--- config.mk ---
export PLATFORM = sky130hd
export DESIGN_NAME = uc_multiciclo_flat
export DESIGN_NICKNAME = d
export VERILOG_FILES = /design/src/rtl/uc_multiciclo_if.sv /design/src/rtl/uc_multiciclo.sv /design/src/flat_wrapper.sv
export SDC_FILE = /design/constraint.sdc
export NUM_CORES = 1
export LEC_CHECK = 0
export CAP_MARGIN = 40
export CORE_UTILIZATION = 42
export DETAILED_ROUTE_END_ITERATION = 8
export PLACE_DENSITY = 0.77
export SYNTH_ARGS = -nofsm -noshare
export SYNTH_HDL_FRONTEND = slang
export SYNTH_SLANG_ARGS = --single-unit
--- constraint.sdc ---
create_clock -name clk -period 3.6 [get_ports clk]
set_input_delay 0.72 -clock clk [delete_from_list [all_inputs] [get_ports clk]]
set_output_delay 0.72 -clock clk [all_outputs]
set_load 0.02 [all_outputs]
--- src/rtl/uc_multiciclo_if.sv ---
`default_nettype none
// ============================================================================
// Module   : uc_multiciclo_if
// Brief    : Opcode/handshake inputs and datapath control outputs of the
//            multi-cycle control unit.
// Revision : 1.0
// ============================================================================
interface uc_multiciclo_if #(
    parameter int ALU_W       = 3,
    parameter int STACK_DEPTH = 4
);
    localparam int OPW  = ALU_W + 3;
    localparam int SP_W = $clog2(STACK_DEPTH + 1);

    logic [OPW-1:0]   Opcode;
    logic             zero;
    logic             i_ready;
    logic             ir_load;
    logic             pc_en;
    logic             s_inc;
    logic             s_ret;
    logic             s_inm;
    logic             we;
    logic             wez;
    logic [ALU_W-1:0] AluOp;
    logic             push;
    logic             pop;
    logic [SP_W-1:0]  sp;
    logic             halted;
    logic             fault;

    modport master (
        output Opcode, zero, i_ready,
        input  ir_load, pc_en, s_inc, s_ret, s_inm, we, wez, AluOp,
        input  push, pop, sp, halted, fault
    );

    modport slave (
        input  Opcode, zero, i_ready,
        output ir_load, pc_en, s_inc, s_ret, s_inm, we, wez, AluOp,
        output push, pop, sp, halted, fault
    );
endinterface
`default_nettype wire

--- src/rtl/uc_multiciclo.sv ---
`default_nettype none
// ============================================================================
// Module   : uc_multiciclo
// Brief    : FETCH/DECODE/EXEC control unit with return stack, HALT and FAULT.
// Revision : 1.0
// ============================================================================
module uc_multiciclo #(
    parameter int ALU_W       = 3,
    parameter int STACK_DEPTH = 4
) (
    input  wire logic       clk,
    input  wire logic       reset_n,
    uc_multiciclo_if.slave  bus
);
    localparam int OPW  = ALU_W + 3;
    localparam int SP_W = $clog2(STACK_DEPTH + 1);
    localparam logic [SP_W-1:0] c_depth = SP_W'(STACK_DEPTH);

    typedef enum logic [2:0] {
        ST_FETCH  = 3'd0,
        ST_DECODE = 3'd1,
        ST_EXEC   = 3'd2,
        ST_HALT   = 3'd3,
        ST_FAULT  = 3'd4
    } state_t;

    state_t           r_state;
    state_t           w_state_nxt;
    logic [OPW-1:0]   r_op;
    logic [SP_W-1:0]  r_sp;

    logic             w_ir_load;
    logic             w_pc_en;
    logic             w_s_inc;
    logic             w_s_ret;
    logic             w_s_inm;
    logic             w_we;
    logic             w_wez;
    logic [ALU_W-1:0] w_alu_op;
    logic             w_push;
    logic             w_pop;
    logic             w_halted;
    logic             w_fault;
    logic [3:0]       w_top;
    logic [1:0]       w_low;

    assign w_top = r_op[OPW-1:OPW-4];
    assign w_low = r_op[1:0];

    always_ff @(posedge clk or negedge reset_n) begin
        if (!reset_n) begin
            r_state <= ST_FETCH;
            r_op    <= '0;
            r_sp    <= '0;
        end else begin
            r_state <= w_state_nxt;
            if (r_state == ST_DECODE) begin
                r_op <= bus.Opcode;
            end
            if (w_push) begin
                r_sp <= r_sp + SP_W'(1);
            end else if (w_pop) begin
                r_sp <= r_sp - SP_W'(1);
            end
        end
    end

    always_comb begin
        w_state_nxt = r_state;
        w_ir_load   = 1'b0;
        w_pc_en     = 1'b0;
        w_s_inc     = 1'b0;
        w_s_ret     = 1'b0;
        w_s_inm     = 1'b0;
        w_we        = 1'b0;
        w_wez       = 1'b0;
        w_alu_op    = '0;
        w_push      = 1'b0;
        w_pop       = 1'b0;
        w_halted    = 1'b0;
        w_fault     = 1'b0;
        case (r_state)
            ST_FETCH: begin
                w_ir_load = bus.i_ready;
                if (bus.i_ready) begin
                    w_state_nxt = ST_DECODE;
                end
            end
            ST_DECODE: begin
                w_state_nxt = ST_EXEC;
            end
            ST_EXEC: begin
                w_state_nxt = ST_FETCH;
                w_pc_en     = 1'b1;
                if (!r_op[OPW-1]) begin
                    w_s_inc  = 1'b1;
                    w_we     = 1'b1;
                    w_wez    = 1'b1;
                    w_alu_op = r_op[OPW-2:2];
                end else if (w_top == 4'b1100) begin
                    case (w_low)
                        2'b00:   w_s_inc = 1'b0;
                        2'b01:   w_s_inc = ~bus.zero;
                        2'b10:   w_s_inc = bus.zero;
                        default: w_s_inc = 1'b1;
                    endcase
                end else if (w_top == 4'b1101) begin
                    case (w_low)
                        2'b00: begin
                            if (r_sp < c_depth) begin
                                w_push = 1'b1;
                            end else begin
                                w_pc_en     = 1'b0;
                                w_state_nxt = ST_FAULT;
                            end
                        end
                        2'b01: begin
                            if (r_sp != '0) begin
                                w_pop   = 1'b1;
                                w_s_ret = 1'b1;
                            end else begin
                                w_pc_en     = 1'b0;
                                w_state_nxt = ST_FAULT;
                            end
                        end
                        2'b10: w_s_inc = 1'b1;
                        default: begin
                            w_pc_en     = 1'b0;
                            w_state_nxt = ST_HALT;
                        end
                    endcase
                end else begin
                    w_s_inc  = 1'b1;
                    w_s_inm  = 1'b1;
                    w_we     = 1'b1;
                    w_wez    = 1'b1;
                    w_alu_op = r_op[OPW-2:2];
                end
            end
            ST_HALT:  w_halted = 1'b1;
            ST_FAULT: w_fault  = 1'b1;
            default:  w_state_nxt = ST_FETCH;
        endcase
    end

    // State already sits in FETCH during reset; gating keeps ir_load quiet too.
    assign bus.ir_load = w_ir_load & reset_n;
    assign bus.pc_en   = w_pc_en;
    assign bus.s_inc   = w_s_inc;
    assign bus.s_ret   = w_s_ret;
    assign bus.s_inm   = w_s_inm;
    assign bus.we      = w_we;
    assign bus.wez     = w_wez;
    assign bus.AluOp   = w_alu_op;
    assign bus.push    = w_push;
    assign bus.pop     = w_pop;
    assign bus.sp      = r_sp;
    assign bus.halted  = w_halted;
    assign bus.fault   = w_fault;
endmodule
`default_nettype wire
--- src/flat_wrapper.sv ---
// flat-port wrapper written by rule: the top's interface ports become plain ports
module uc_multiciclo_flat 
#(
    parameter int ALU_W       = 3,
    parameter int STACK_DEPTH = 4
)
  (clk, reset_n, bus_Opcode, bus_zero, bus_i_ready, bus_ir_load, bus_pc_en, bus_s_inc, bus_s_ret, bus_s_inm, bus_we, bus_wez, bus_AluOp, bus_push, bus_pop, bus_sp, bus_halted, bus_fault);
  uc_multiciclo_if #(.ALU_W(ALU_W), .STACK_DEPTH(STACK_DEPTH)) bus_i ();
  input  wire logic clk;
  input  wire logic reset_n;
  input wire logic [$bits(bus_i.Opcode)-1:0] bus_Opcode;
  input wire logic [$bits(bus_i.zero)-1:0] bus_zero;
  input wire logic [$bits(bus_i.i_ready)-1:0] bus_i_ready;
  output wire logic [$bits(bus_i.ir_load)-1:0] bus_ir_load;
  output wire logic [$bits(bus_i.pc_en)-1:0] bus_pc_en;
  output wire logic [$bits(bus_i.s_inc)-1:0] bus_s_inc;
  output wire logic [$bits(bus_i.s_ret)-1:0] bus_s_ret;
  output wire logic [$bits(bus_i.s_inm)-1:0] bus_s_inm;
  output wire logic [$bits(bus_i.we)-1:0] bus_we;
  output wire logic [$bits(bus_i.wez)-1:0] bus_wez;
  output wire logic [$bits(bus_i.AluOp)-1:0] bus_AluOp;
  output wire logic [$bits(bus_i.push)-1:0] bus_push;
  output wire logic [$bits(bus_i.pop)-1:0] bus_pop;
  output wire logic [$bits(bus_i.sp)-1:0] bus_sp;
  output wire logic [$bits(bus_i.halted)-1:0] bus_halted;
  output wire logic [$bits(bus_i.fault)-1:0] bus_fault;
  assign bus_i.Opcode = bus_Opcode;
  assign bus_i.zero = bus_zero;
  assign bus_i.i_ready = bus_i_ready;
  assign bus_ir_load = bus_i.ir_load;
  assign bus_pc_en = bus_i.pc_en;
  assign bus_s_inc = bus_i.s_inc;
  assign bus_s_ret = bus_i.s_ret;
  assign bus_s_inm = bus_i.s_inm;
  assign bus_we = bus_i.we;
  assign bus_wez = bus_i.wez;
  assign bus_AluOp = bus_i.AluOp;
  assign bus_push = bus_i.push;
  assign bus_pop = bus_i.pop;
  assign bus_sp = bus_i.sp;
  assign bus_halted = bus_i.halted;
  assign bus_fault = bus_i.fault;
  uc_multiciclo #(.ALU_W(ALU_W), .STACK_DEPTH(STACK_DEPTH)) u_core (.clk(clk), .reset_n(reset_n), .bus(bus_i));
endmodule
==> impl_metrics.csv <==
group,metric,value,unit
critical_path,path_common_cell,"or3_4",
sta,timing.slew.headroom,61.5,%
sta,setup_violations,0,
sta,hold_violations,0,
clocking,cts_tree,"done",
synthesis,synth_area,726,µm²
critical_path,reg2regPathDepth,6,
min_path,min_to,"u_core.r_state[1]$_DFFE_PN0P_",
status,violations,"design-rule violations",
die,dieArea,1900,µm²
drt,wl_per_cell,13.1,µm
die,start_util,46.5,%
die,rows,14,
drt,dr.max_layer_used,"met4",
drt,ant_nets,0,
placement,gp_congestion,0.821,
clocking,cts_buffer_depth,2,
synthesis,yosys.area.top_type,"dfrtp_1",
grt,track_usage,19.2,%
die,die_h,43.6,µm
layout,fillers,137,
sta,tightest_slew,0.574,ns
pwr,p_leak,0.405,nW
critical_path,worstPathMaxFanout,10,
pwr,p_clk_share,11.1,%
critical_path,cp.arrival,2.60,ns
placement,dp_hpwl,1230,µm
layout,fin_nets,118,
layout,regArea,300,µm²
die,coreArea,1560,µm²
grt,grt_max_degree,13,
synthesis,yosys_most_used_dff,"dfrtp_1",
min_path,min_path_type,"reg -> reg",
critical_path,crit_path_end_kind,"output port",
pwr,comb_power_share,52.8,%
clocking,ctsHoldBuffers,0,
critical_path,path_delay_family,"simple AND/OR/NAND/NOR gates",
grt,grt_first_pass_wirelength,2700,µm
synthesis,syn_nets,89,
pwr,p_switching,0.000324,W
critical_path,path_buf_inv,2,
drt,met3_length,94,µm
critical_path,worstReg2RegEnd,"u_core.bus.sp[2]$_DFFE_PN0P_",
critical_path,critical_path_class,"reg -> out",
synthesis,ys.warnings.count,0,
critical_path,rrSetupSlack,0.96,ns
critical_path,cp.required,2.88,ns
sta,tns,0,ns
pwr,seqPwrFrac,36.2,%
grt,grt_pass1_vias,643,
pwr,intPower,0.000419,W
synthesis,netlist.area_leader.share,41.4,%
drt,wl_met2,709,µm
drt,met1_length,768,µm
synthesis,synth.most_common_cell,"dfrtp_1",
clocking,postCtsSetupBuffers,0,
sta,finalCritPeriodShare,92.2,%
pwr,vdd_ir_drop_max,0.000408,V
sta,rsz0062_at_grt,"no",
die,num_io_pins,27,
placement,io_buffers,26,
min_path,whs_path_depth,1,
sta,fmax,301,MHz
grt,gr-total-overflow,0,
clocking,cts-root-buf,"clkbuf_4",
drt,post_drt_via_cell_ratio,5.48,
die,die_w,43.6,µm
synthesis,synth_async_sr_flop_share,100,%
critical_path,crit_path_top_delay_cell,"clkdlybuf4s50_1",
synthesis,synth_cell_types,31,
drt,drc,1,
layout,drive_above_1_share,11.4,%
synthesis,ys_top_cells_by_count,"dfrtp_1 (12), a21oi_1 (7), nor2_1 (7), o21ai_0 (6), nand2_1 (5)",
clocking,numCtsBuffers,3,
status,status,"finished with violations",
synthesis,ys_seq_elements,12,
synthesis,ys_seq_area_share,41.4,%
placement,post-place-ws,0.574,ns
sta,drv_slew,0,
clocking,cts_sinks,12,
critical_path,path_cells,"or3b_1, or3_4, or3_4, inv_2, clkdlybuf4s50_1",
pwr,p_sw_share,43.6,%
synthesis,synth_cells,78,
layout,antennaDiodeCount,0,
critical_path,rr_startpoint,"u_core.r_state[1]$_DFFE_PN0P_",
critical_path,critPathMaxStageDelay,0.59,ns
clocking,path_clk_slew,0.08,ns
clocking,cts_resized,0,
synthesis,synth-edff-count,0,
drt,wirelength,1580,µm
critical_path,start_kind,"flop",
grt,antenna_found_initial,0,
min_path,hp-start,"u_core.r_state[2]$_DFFE_PN0P_",
sta,fin_skew,0.00201,ns
sta,fin_crit,3.32,ns
pwr,power.density,734,nW/µm²
clocking,insertion_delay,0.26,ns
drt,dr.pass1.iters,6,
clocking,cts_max_level,1,
layout,multi_input_area,375,µm²
sta,fin_ws,0.282,ns
layout,area_growth,39.5,%
synthesis,syn_area_per_cell,9.30,µm²
run,maxCapViolCount,0,
synthesis,ys_top_cells_by_area,"dfrtp_1 (41%), a21oi_1 (4.8%), mux2_2 (4.7%)",
drt,vias,663,
drt,drtIter0Drc,15,
-- power groups by stage --
| stage | sequential [W] | clock, W | combinational (W) |
|---|---|---|---|
| floorplan | 0.000255 | 0 | 0.000260 |
| global route | 0.000284 | 0.0000880 | 0.000429 |
| global placement | 0.000269 | 0 | 0.000386 |
| finish | 0.000269 | 0.0000821 | 0.000392 |
| CTS | 0.000270 | 0.0000818 | 0.000394 |
| detailed placement | 0.000274 | 0 | 0.000391 |
-- worst max path at each step --
stage | cells past startpoint | startpoint | to
finish | 5 | u_core.r_state[1]$_DFFE_PN0P_ | bus_push
global route | 5 | u_core.r_state[1]$_DFFE_PN0P_ | bus_push
CTS | 5 | u_core.r_state[1]$_DFFE_PN0P_ | bus_push
detailed placement | 5 | u_core.r_state[1]$_DFFE_PN0P_ | bus_push
global placement | 5 | u_core.r_state[1]$_DFFE_PN0P_ | bus_push
floorplan | 4 | u_core.r_op[3]$_DFFE_PN0P_ | bus_s_ret
-- per-layer routing --
metal / vias up / global-route usage [%]
li1: 330 / -
met1: 301 / 26.1
met2: 30 / 30.1
met3: 2 / 3.75
met4: 0 / 7.50
met5: - / 0
-- cell type report --
cell class                 instances  area share, %
clock buffer                       3           2.22
timing repair buffer              28           27.2
sequential                        12           29.7
multi-input combinational         57           37.1
inverter                           5           1.85
tap                               16           1.98
-- cell families after synthesis --
logic type | Yosys count | synth area share, %
AND/OR/NAND/NOR | 34 | 28.3
XOR/XNOR | 1 | 1.21
adder cells (fa/ha/maj) | 1 | 2.76
multiplexers | 5 | 7.59
buffers and inverters | 9 | 6.89
flip-flops | 12 | 41.4
AO/OA/AOI/OAI | 16 | 11.9
-- through the flow --
step | area, µm² | total power [W] | instances | utilization (%) | hold WS, ns
after floorplan | 726 | 0.000515 | 78 | - | 0.424
after global placement | 990 | 0.000655 | 118 | 63.5 | 0.527
after detailed placement | 990 | 0.000665 | 118 | 63.5 | 0.542
after CTS | 1010 | 0.000746 | 121 | 64.9 | 0.555
after global routing | 1010 | 0.000801 | 121 | 64.9 | 0.596
final | 1010 | 0.000743 | 121 | 64.9 | 0.557
-- layout by cell type, fill, tap and decap left out, drive strengths merged --
master / n
buf: 2
nor4: 1
or3b: 1
clkdlybuf4s50: 26
mux2i: 1
or3: 4
xnor2: 1
clkbuf: 3
nor3b: 4
a31oi: 1
and3: 1
nor4b: 1
nand4b: 1
o21ai: 6
a21oi: 7
o21bai: 1
fa: 1
inv: 5
nand3: 3
mux2: 4
o211ai: 1
nor2: 7
and2: 1
nor3: 4
dfrtp: 12
and4b: 1
nand2: 5
-- sequential cells by signal, indices dropped and copies added (netlist names) --
name	cells
u_core.r_op	6
u_core.bus.sp	3
u_core.r_state	3
Note: power is estimated with default switching activity, not from simulation.
